$ cat config.mk
export PLATFORM = sky130hd
export DESIGN_NAME = ahb_slave_if
export DESIGN_NICKNAME = d
export VERILOG_FILES = /design/src/rtl/ahb_apb_pkg.sv /design/src/rtl/sat_counter.sv /design/src/rtl/ahb_slave_if.sv
export SDC_FILE = /design/constraint.sdc
export NUM_CORES = 1
export LEC_CHECK = 0
export CAP_MARGIN = 20
export CELL_PAD_IN_SITES_DETAIL_PLACEMENT = 1
export CELL_PAD_IN_SITES_GLOBAL_PLACEMENT = 2
export CORE_ASPECT_RATIO = 0.7
export CORE_UTILIZATION = 27
export DETAILED_ROUTE_END_ITERATION = 7
export PLACE_DENSITY_LB_ADDON = 0.12
export SYNTH_ARGS = -nofsm -noshare
export SYNTH_HDL_FRONTEND = slang
export SYNTH_SLANG_ARGS = --single-unit
$ cat constraint.sdc
create_clock -name clk -period 1.9 [get_ports clk]
set_input_delay 0.19 -clock clk [delete_from_list [all_inputs] [get_ports clk]]
set_output_delay 0.19 -clock clk [all_outputs]
set_load 0.05 [all_outputs]
$ cat src/rtl/ahb_apb_pkg.sv
// Shared types and constants for the AHB-to-APB bridge.
package ahb_apb_pkg;

    // AHB transfer type
    typedef enum logic [1:0] {
        HT_IDLE   = 2'b00,
        HT_BUSY   = 2'b01,
        HT_NONSEQ = 2'b10,
        HT_SEQ    = 2'b11
    } htrans_t;

    // AHB response
    typedef enum logic [1:0] {
        HR_OKAY  = 2'b00,
        HR_ERROR = 2'b01
    } hresp_t;

    // Two-cycle ERROR response sequencer
    typedef enum logic [1:0] {
        ES_OK   = 2'b00,
        ES_ERR1 = 2'b01,
        ES_ERR2 = 2'b10
    } err_state_t;

    // APB_FSM state encodings
    typedef enum logic [2:0] {
        ST_IDLE     = 3'd0,
        ST_WWAIT    = 3'd1,
        ST_READ     = 3'd2,
        ST_WRITE    = 3'd3,
        ST_WRITEP   = 3'd4,
        ST_RENABLE  = 3'd5,
        ST_WENABLE  = 3'd6,
        ST_WENABLEP = 3'd7
    } apb_state_t;

    // Default Haddr[31:26] region for each APB slave
    localparam logic [5:0] SLV0_BASE_DEF = 6'b100000;
    localparam logic [5:0] SLV1_BASE_DEF = 6'b100001;
    localparam logic [5:0] SLV2_BASE_DEF = 6'b100010;

endpackage

$ cat src/rtl/sat_counter.sv
// Width-parameterised up-counter that sticks at all-ones.
module sat_counter #(
    parameter int unsigned W = 16
) (
    input  logic         clk,
    input  logic         rst,
    input  logic         inc,
    output logic [W-1:0] count
);

    logic [W-1:0] count_d;
    logic [W-1:0] count_q;

    // Next count: increment unless already saturated
    always_comb begin
        count_d = count_q;
        if (inc && (count_q != '1)) begin
            count_d = count_q + W'(1);
        end
    end

    // Count register, cleared by async active-low reset
    always_ff @(posedge clk or negedge rst) begin
        if (!rst) begin
            count_q <= '0;
        end else begin
            count_q <= count_d;
        end
    end

    assign count = count_q;

endmodule

$ cat src/rtl/ahb_slave_if.sv
// AHB front end of the AHB-to-APB bridge: qualifies transfers, decodes the
// APB slave, pipelines address/data/direction for APB_FSM, and generates the
// two-cycle ERROR response for unmapped addresses.
module ahb_slave_if
    import ahb_apb_pkg::*;
#(
    parameter logic [5:0]  SLV0_BASE = SLV0_BASE_DEF,
    parameter logic [5:0]  SLV1_BASE = SLV1_BASE_DEF,
    parameter logic [5:0]  SLV2_BASE = SLV2_BASE_DEF,
    parameter int unsigned CNT_W     = 16
) (
    input  logic             clk,
    input  logic             rst,
    input  logic             Hwrite,
    input  logic             Hreadyin,
    input  logic [1:0]       Htrans,
    input  logic [31:0]      Haddr,
    input  logic [31:0]      Hwdata,
    input  logic [31:0]      Prdata,
    input  logic             Hreadyout_fsm,
    output logic             valid,
    output logic [2:0]       tempselx,
    output logic [31:0]      Haddr1,
    output logic [31:0]      Haddr2,
    output logic [31:0]      Hwdata1,
    output logic [31:0]      Hwdata2,
    output logic             Hwritereg,
    output logic             Hreadyout,
    output logic [1:0]       Hresp,
    output logic [31:0]      Hrdata,
    output logic [CNT_W-1:0] xfer_cnt,
    output logic [CNT_W-1:0] err_cnt
);

    htrans_t    trans;
    logic       active;
    logic       mapped;
    logic       err_evt;
    logic [2:0] sel_dec;

    err_state_t err_state_d, err_state_q;
    hresp_t     hresp_q;

    logic [31:0] haddr1_d, haddr1_q, haddr2_d, haddr2_q;
    logic [31:0] hwdata1_d, hwdata1_q, hwdata2_d, hwdata2_q;
    logic        hwritereg_d, hwritereg_q;
    logic [2:0]  tempselx_d, tempselx_q;

    assign trans  = htrans_t'(Htrans);
    assign active = Hreadyin && ((trans == HT_NONSEQ) || (trans == HT_SEQ));

    // One-hot slave decode from the top address bits
    always_comb begin
        sel_dec    = '0;
        sel_dec[0] = (Haddr[31:26] == SLV0_BASE);
        sel_dec[1] = (Haddr[31:26] == SLV1_BASE);
        sel_dec[2] = (Haddr[31:26] == SLV2_BASE);
    end

    assign mapped = |sel_dec;
    // Gated by rst so valid reads 0 while reset is held, whatever the bus does
    assign valid   = rst && active && mapped && (err_state_q == ES_OK);
    assign err_evt = (err_state_q == ES_OK) && active && !mapped;

    // Error sequencer next state
    always_comb begin
        err_state_d = err_state_q;
        case (err_state_q)
            ES_OK:   if (err_evt) err_state_d = ES_ERR1;
            ES_ERR1: err_state_d = ES_ERR2;
            ES_ERR2: err_state_d = ES_OK;
            default: err_state_d = ES_OK;
        endcase
    end

    // Error state and registered Hresp
    always_ff @(posedge clk or negedge rst) begin
        if (!rst) begin
            err_state_q <= ES_OK;
            hresp_q     <= HR_OKAY;
        end else begin
            err_state_q <= err_state_d;
            hresp_q     <= (err_state_d == ES_OK) ? HR_OKAY : HR_ERROR;
        end
    end

    // Pipeline next values: advance only when the bus is ready
    always_comb begin
        haddr1_d    = haddr1_q;
        haddr2_d    = haddr2_q;
        hwdata1_d   = hwdata1_q;
        hwdata2_d   = hwdata2_q;
        hwritereg_d = hwritereg_q;
        tempselx_d  = tempselx_q;
        if (Hreadyin) begin
            haddr1_d    = Haddr;
            haddr2_d    = haddr1_q;
            hwdata1_d   = Hwdata;
            hwdata2_d   = hwdata1_q;
            hwritereg_d = Hwrite;
            tempselx_d  = sel_dec;
        end
    end

    // Pipeline registers
    always_ff @(posedge clk or negedge rst) begin
        if (!rst) begin
            haddr1_q    <= '0;
            haddr2_q    <= '0;
            hwdata1_q   <= '0;
            hwdata2_q   <= '0;
            hwritereg_q <= 1'b0;
            tempselx_q  <= '0;
        end else begin
            haddr1_q    <= haddr1_d;
            haddr2_q    <= haddr2_d;
            hwdata1_q   <= hwdata1_d;
            hwdata2_q   <= hwdata2_d;
            hwritereg_q <= hwritereg_d;
            tempselx_q  <= tempselx_d;
        end
    end

    sat_counter #(.W(CNT_W)) u_xfer_cnt (
        .clk   (clk),
        .rst   (rst),
        .inc   (valid),
        .count (xfer_cnt)
    );

    sat_counter #(.W(CNT_W)) u_err_cnt (
        .clk   (clk),
        .rst   (rst),
        .inc   (err_evt),
        .count (err_cnt)
    );

    assign Haddr1    = haddr1_q;
    assign Haddr2    = haddr2_q;
    assign Hwdata1   = hwdata1_q;
    assign Hwdata2   = hwdata2_q;
    assign Hwritereg = hwritereg_q;
    assign tempselx  = tempselx_q;
    assign Hresp     = hresp_q;
    assign Hrdata    = Prdata;
    assign Hreadyout = (err_state_q == ES_OK) ? Hreadyout_fsm : (err_state_q == ES_ERR2);

endmodule

# Yosys cells after proc, flatten, opt, wreduce, memory -nomap -nowiden
# Index checks and enable logic that the tools add are counted.
[word_totals] ff_bits=167 latch_bits=0 ram_bits=0 rom_bits=0 inputBits=103 output_inout_bits=200 elab_cells=38 memories=0
[op_classes] n_addsub=2 multipliers=0 n_div=0 magnitude_cmp=0 eq_ne=9 shifts=0 n_mux=4 n_bitwise=0 reduce_logical=13
[op_table] op="$add A16 B1 Y16 const B" n=2
[op_table] op="$ne A16 B16 Y1 const B" n=2
[op_table] op="$eq A6 B6 Y1 const B" n=3
[op_table] op="$logic_and A1 B1 Y1" n=8
[op_table] op="$eq A2 B2 Y1 const B" n=3
[op_table] op="$logic_not A2 Y1" n=2
[op_table] op="$pmux W2 S2" n=1
[op_table] op="$reduce_or A3 Y1" n=1
[op_table] op="$eq A2 B1 Y1 const B" n=1
[op_table] op="$mux W1" n=2
[op_table] op="$mux W2" n=1
[op_table] op="$logic_not A1 Y1" n=1
[op_table] op="$logic_or A1 B1 Y1" n=1

# Logic depth before layout (Yosys ltp)
[logic_depth] depth_word=9 depth_mapped=7 depth_no_buf=5

# Hierarchy
# Synthesis repeated with hierarchy kept, for this count alone.
[unflattened] cells_unflattened=481 hier_area_um2=7038.0
[modules_own_cells] module="ahb_slave_if" n_inst=1 cells_per_inst=337 area_per_inst_um2=5318.9 seq_area_each_um2=3378.2
[modules_own_cells] module="sat_counter" n_inst=2 cells_per_inst=72 area_per_inst_um2=859.6 seq_area_each_um2=400.4

# Worst setup path after synthesis
# Ideal clock, no wire load.
[synth_timing] kind="register -> register" from="register u_xfer_cnt.count_q[0] (netlist: u_xfer_cnt.count[0])" to="register u_xfer_cnt.count_q[1] (netlist: u_xfer_cnt.count[1])" setup_time_ns=0.128 t_arrival_ns=1.997 t_required_ns=1.772 slack_ns=-0.225 path_stages_with_launch=6 path_buffers=0 synth_period_minus_slack_ns=2.125 cell_sequence="dfrtp_1 -> ha_1 -> nand3_1 -> nor4_4 -> a21oi_1 -> mux2_1"
[synth_via] elab_chain_len=2 elab_cells_between_ends=3 classes_between="1 x add/sub; 1 x eq/ne; 1 x reduce/logical"
[synth_lines] element="from (decl)" line="sat_counter.sv:12" source="logic [W-1:0] count_q;"
[synth_lines] element="from (signal assigned)" line="sat_counter.sv:27" source="count_q <= count_d;"
[synth_lines] element="branches (longest 2 deep; another with $add A16 B1 Y16)"
# Several ways; the timed one is not identified.
# A chain may end at the register's enable or synchronous reset.

# Worst setup path in the final report
[layout_timing] from="register haddr1_q[30] (netlist: Haddr1[30])" to="output port Haddr1[30]"
[layout_lines] element="from (decl)" line="ahb_slave_if.sv:44" source="logic [31:0] haddr1_d, haddr1_q, haddr2_d, haddr2_q;"
[layout_lines] element="from (signal assigned)" line="ahb_slave_if.sv:115" source="haddr1_q <= haddr1_d;"
[layout_lines] element="to (decl)" line="ahb_slave_if.sv:23" source="output logic [31:0] Haddr1,"
# No word-level cell between the ends.

==> impl_metrics.ini <==
[placed_design]
place_ws_ps = -255
io_buffers = 236
place_congestion = 0.750
hpwl_um = 13200

[timing]
drv_slew = 0
holdWs_ps = -38.5
clock_skew_ps = 6.53
fin_ws_ps = 58.3
worst_slew_pin_slew_ps = 950
fin_crit_sh = 0.969
max_freq_mhz = 543
grt_setup_unrepaired = false
fin_crit_ps = 1840
setup_tns_ps = 0
relSlewSlack = 0.367
finalSetupViolCount = 0
hold_violations = 8

[floorplanning]
start_util = 0.278
die_x_um = 193
die_y_um = 136
core-area_um2 = 24900
io_pins = 303
die_area_um2 = 26300
rows = 48

[route]
wl_per_cell_um = 18.1
dr.pass1.iters = 8
drtIter0Drc = 138
drc_errors = 14
totalWireLength_um = 18900
vias_per_cell = 4.49
drtAntennaViolNets = 0
num_vias = 4700

[synthesis]
syn_area_per_cell_um2 = 14.3
yosysSeqAreaShare = 0.603
synth_cell_types = 44
syn_area_um2 = 6930
ys_ff_latch = 167
syn-instance-count = 484
yosys_warnings = 0
syn_nets = 589

[critical_path]
worst_setup_path_start_kind = register
path_buf_inv = 1
cp-startpoint = Haddr1[30]
cp_cell_sequence = clkdlybuf4s50_1
critPathSlowestCell = clkdlybuf4s50_1
r2r_start = u_xfer_cnt.count[0]
cp.arrival_ps = 1650
crit_family = buffers and inverters
crit_type = register to output pin
end_kind = output pin
max_stage_delay_ps = 840
cp_max_fo = 3
crit_required_ps = 1710

[clock_tree]
cts_max_path_buffers = 2
ctsHoldBuffers = 0
htree_levels = 4
cts_buffers = 17
cts_tree = built
clkTransAtPathRegs_ps = 60
worst_skew_pair.late_latency_ps = 430
clock-sinks = 167
cts-root-buf = clkbuf_16

[global_route]
grt_pass1_wl_um = 30100
antenna_found_initial = 1
grt_pass1_vias = 5129
grtUsageTotal = 0.150
grt_max_degree = 168
grt_overflow = 0

[pwr]
power.total_mw = 11.3
power_density_nw_per_um2 = 1100
p_leak_nw = 4.49
ir_worst_vdd_v = 0.00102

[job]
maxCapViolCount = 0

[cells_and_area]
fin_util = 0.411
final_layout_size_suffix_gt1_frac = 0.299
nets = 816
diodes = 0
area_delta_synth_final_pct = 47.9
fillerInstances = 2548

[run_status]
violations = DRC, hold timing
outcome = finished with violations

[hold_path]
hp-class = primary input to asynchronous set/reset pin
worst paths after layout:
check / endpoint / slack [ps] / depth (start not counted)
worst max-delay path: Haddr1[30] / 60 / 1
worst min-delay path: tempselx[1] / -40 / 2
worst max register to register: u_xfer_cnt.count[7] / 100 / 6
worst min register to register: u_xfer_cnt.count[0] / 490 / 1
max in group asynchronous: u_xfer_cnt.count[13] / 1170 / 2
min in group clk: u_xfer_cnt.count[6] / 360 / 5
routing by layer:
metal  vias up  track usage  routed length (um)
li1       2137            -                   -
met1      2405        0.202                8950
met2       134        0.226                8710
met3        22       0.0491                1060
met4         2       0.0498                 212
met5         -            0                  11
metrics by stage:
stage | std cells | area [um2]
2_1_floorplan | 484 | 6950
4_1_cts | 1045 | 10200
3_3_place_gp | 1013 | 9580
5_1_grt | 1047 | 10200
6_report | 1047 | 10200
3_5_place_dp | 1013 | 9580
cell usage after synthesis:
| cell | instances | area share |
|---|---|---|
| dfrtp_1 | 167 | 0.60 |
| mux2_2 | 129 | 0.21 |
| buf_4 | 33 | 0.036 |
| xor2_1 | 26 | 0.033 |
| nand2_1 | 15 | 0.0081 |
| nand3_1 | 11 | 0.0079 |
| inv_1 | 9 | 0.0049 |
| nand4_1 | 9 | 0.0081 |
| buf_2 | 8 | 0.0058 |
| nor3_1 | 8 | 0.0058 |
| buf_1 | 7 | 0.0038 |
| nor4_1 | 6 | 0.0054 |
| a211oi_1 | 5 | 0.0054 |
| nor2_1 | 5 | 0.0027 |
| clkbuf_1 | 4 | 0.0022 |
| nor4_4 | 3 | 0.0092 |
| or2_2 | 3 | 0.0027 |
| a2111oi_1 | 2 | 0.0029 |
| and3_1 | 2 | 0.0018 |
| and4_1 | 2 | 0.0025 |
| ha_1 | 2 | 0.0036 |
| nand2b_1 | 2 | 0.0018 |
| nor4_2 | 2 | 0.0036 |
| o21ai_0 | 2 | 0.0014 |
| o32ai_1 | 2 | 0.0025 |
| xnor2_1 | 2 | 0.0025 |
| a2111oi_0 | 1 | 0.0013 |
| a21bo_2 | 1 | 0.0014 |
| a21oi_1 | 1 | 0.00072 |
| and2_1 | 1 | 0.00090 |
| and4bb_1 | 1 | 0.0018 |
| conb_1 | 1 | 0.00054 |
| mux2_1 | 1 | 0.0016 |
| mux2i_1 | 1 | 0.0014 |
| nand3b_1 | 1 | 0.0011 |
| nand4_2 | 1 | 0.0018 |
| nor2b_1 | 1 | 0.00090 |
| nor3b_1 | 1 | 0.0011 |
| nor4b_1 | 1 | 0.0013 |
| nor4b_4 | 1 | 0.0034 |
| o211ai_1 | 1 | 0.0011 |
| o22ai_1 | 1 | 0.00090 |
| or4_1 | 1 | 0.0011 |
| or4b_2 | 1 | 0.0014 |
area by class of cell:
class / count / area (um2) / area share
tap: 325 / 407 / 0.0397
inverter: 9 / 33.8 / 0.00330
clock inverter: 7 / 144 / 0.0140
timing repair buffer: 260 / 2590 / 0.253
multi-input combinational: 256 / 2390 / 0.234
clock buffer: 23 / 478 / 0.0467
sequential: 167 / 4200 / 0.410
kinds of logic after synthesis:
logic type,Yosys count,synth area share
AOI/OAI and AO/OA,16,0.0177
xor gates and xnor gates,28,0.0354
adders and majority gates,2,0.00361
buffers and inverters,61,0.0524
DFF,167,0.603
muxes,131,0.213
other,1,0.000541
and+or+nand+nor,78,0.0746
state kept, by name (all words and copies together), names as in the netlist:
name              count
u_err_cnt.count      16
Haddr1               32
err_state_q           2
tempselx              3
Hresp                 1
Hwritereg             1
Haddr2               32
u_xfer_cnt.count     16
Hwdata1              32
Hwdata2              32
placed cells by master, fill, tap and decap left out, types with 3 or more instances in the layout:
cell / synthesis / layout
dfrtp_1: 167 / 153
inv_1: 9 / 8
nor4_1: 6 / 6
dlymetal6s2s_1: 0 / 10
clkbuf_8: 0 / 3
dlygate4sd2_1: 0 / 20
a2111oi_1: 2 / 3
nand4_1: 9 / 9
xor2_1: 26 / 26
a211oi_1: 5 / 5
buf_12: 0 / 5
nand3_1: 11 / 10
clkbuf_16: 0 / 17
nor2_1: 5 / 5
or2_2: 3 / 3
nor3_1: 8 / 8
buf_4: 33 / 25
bufinv_16: 0 / 4
dfrtp_2: 0 / 14
mux2_2: 129 / 129
clkdlybuf4s50_1: 0 / 198
clkbuf_1: 4 / 3
nand2_1: 15 / 15
nor4_4: 3 / 3
where the power goes:
group          leakage (nW)  internal, mW  switching (mW)
combinational          2.20          1.17            2.08
sequential             1.99          3.99           0.337
clock                 0.296          2.30            1.41
total                  4.49          7.46            3.82
repair_timing:
action,4_1_cts,5_1_grt
pin swaps,0,2
setup endpoints to repair,22,14
gates resized for setup,23,11
hold endpoints to repair,0,0
buffers inserted,2,2
Note: power is estimated with default switching activity, not from simulation.
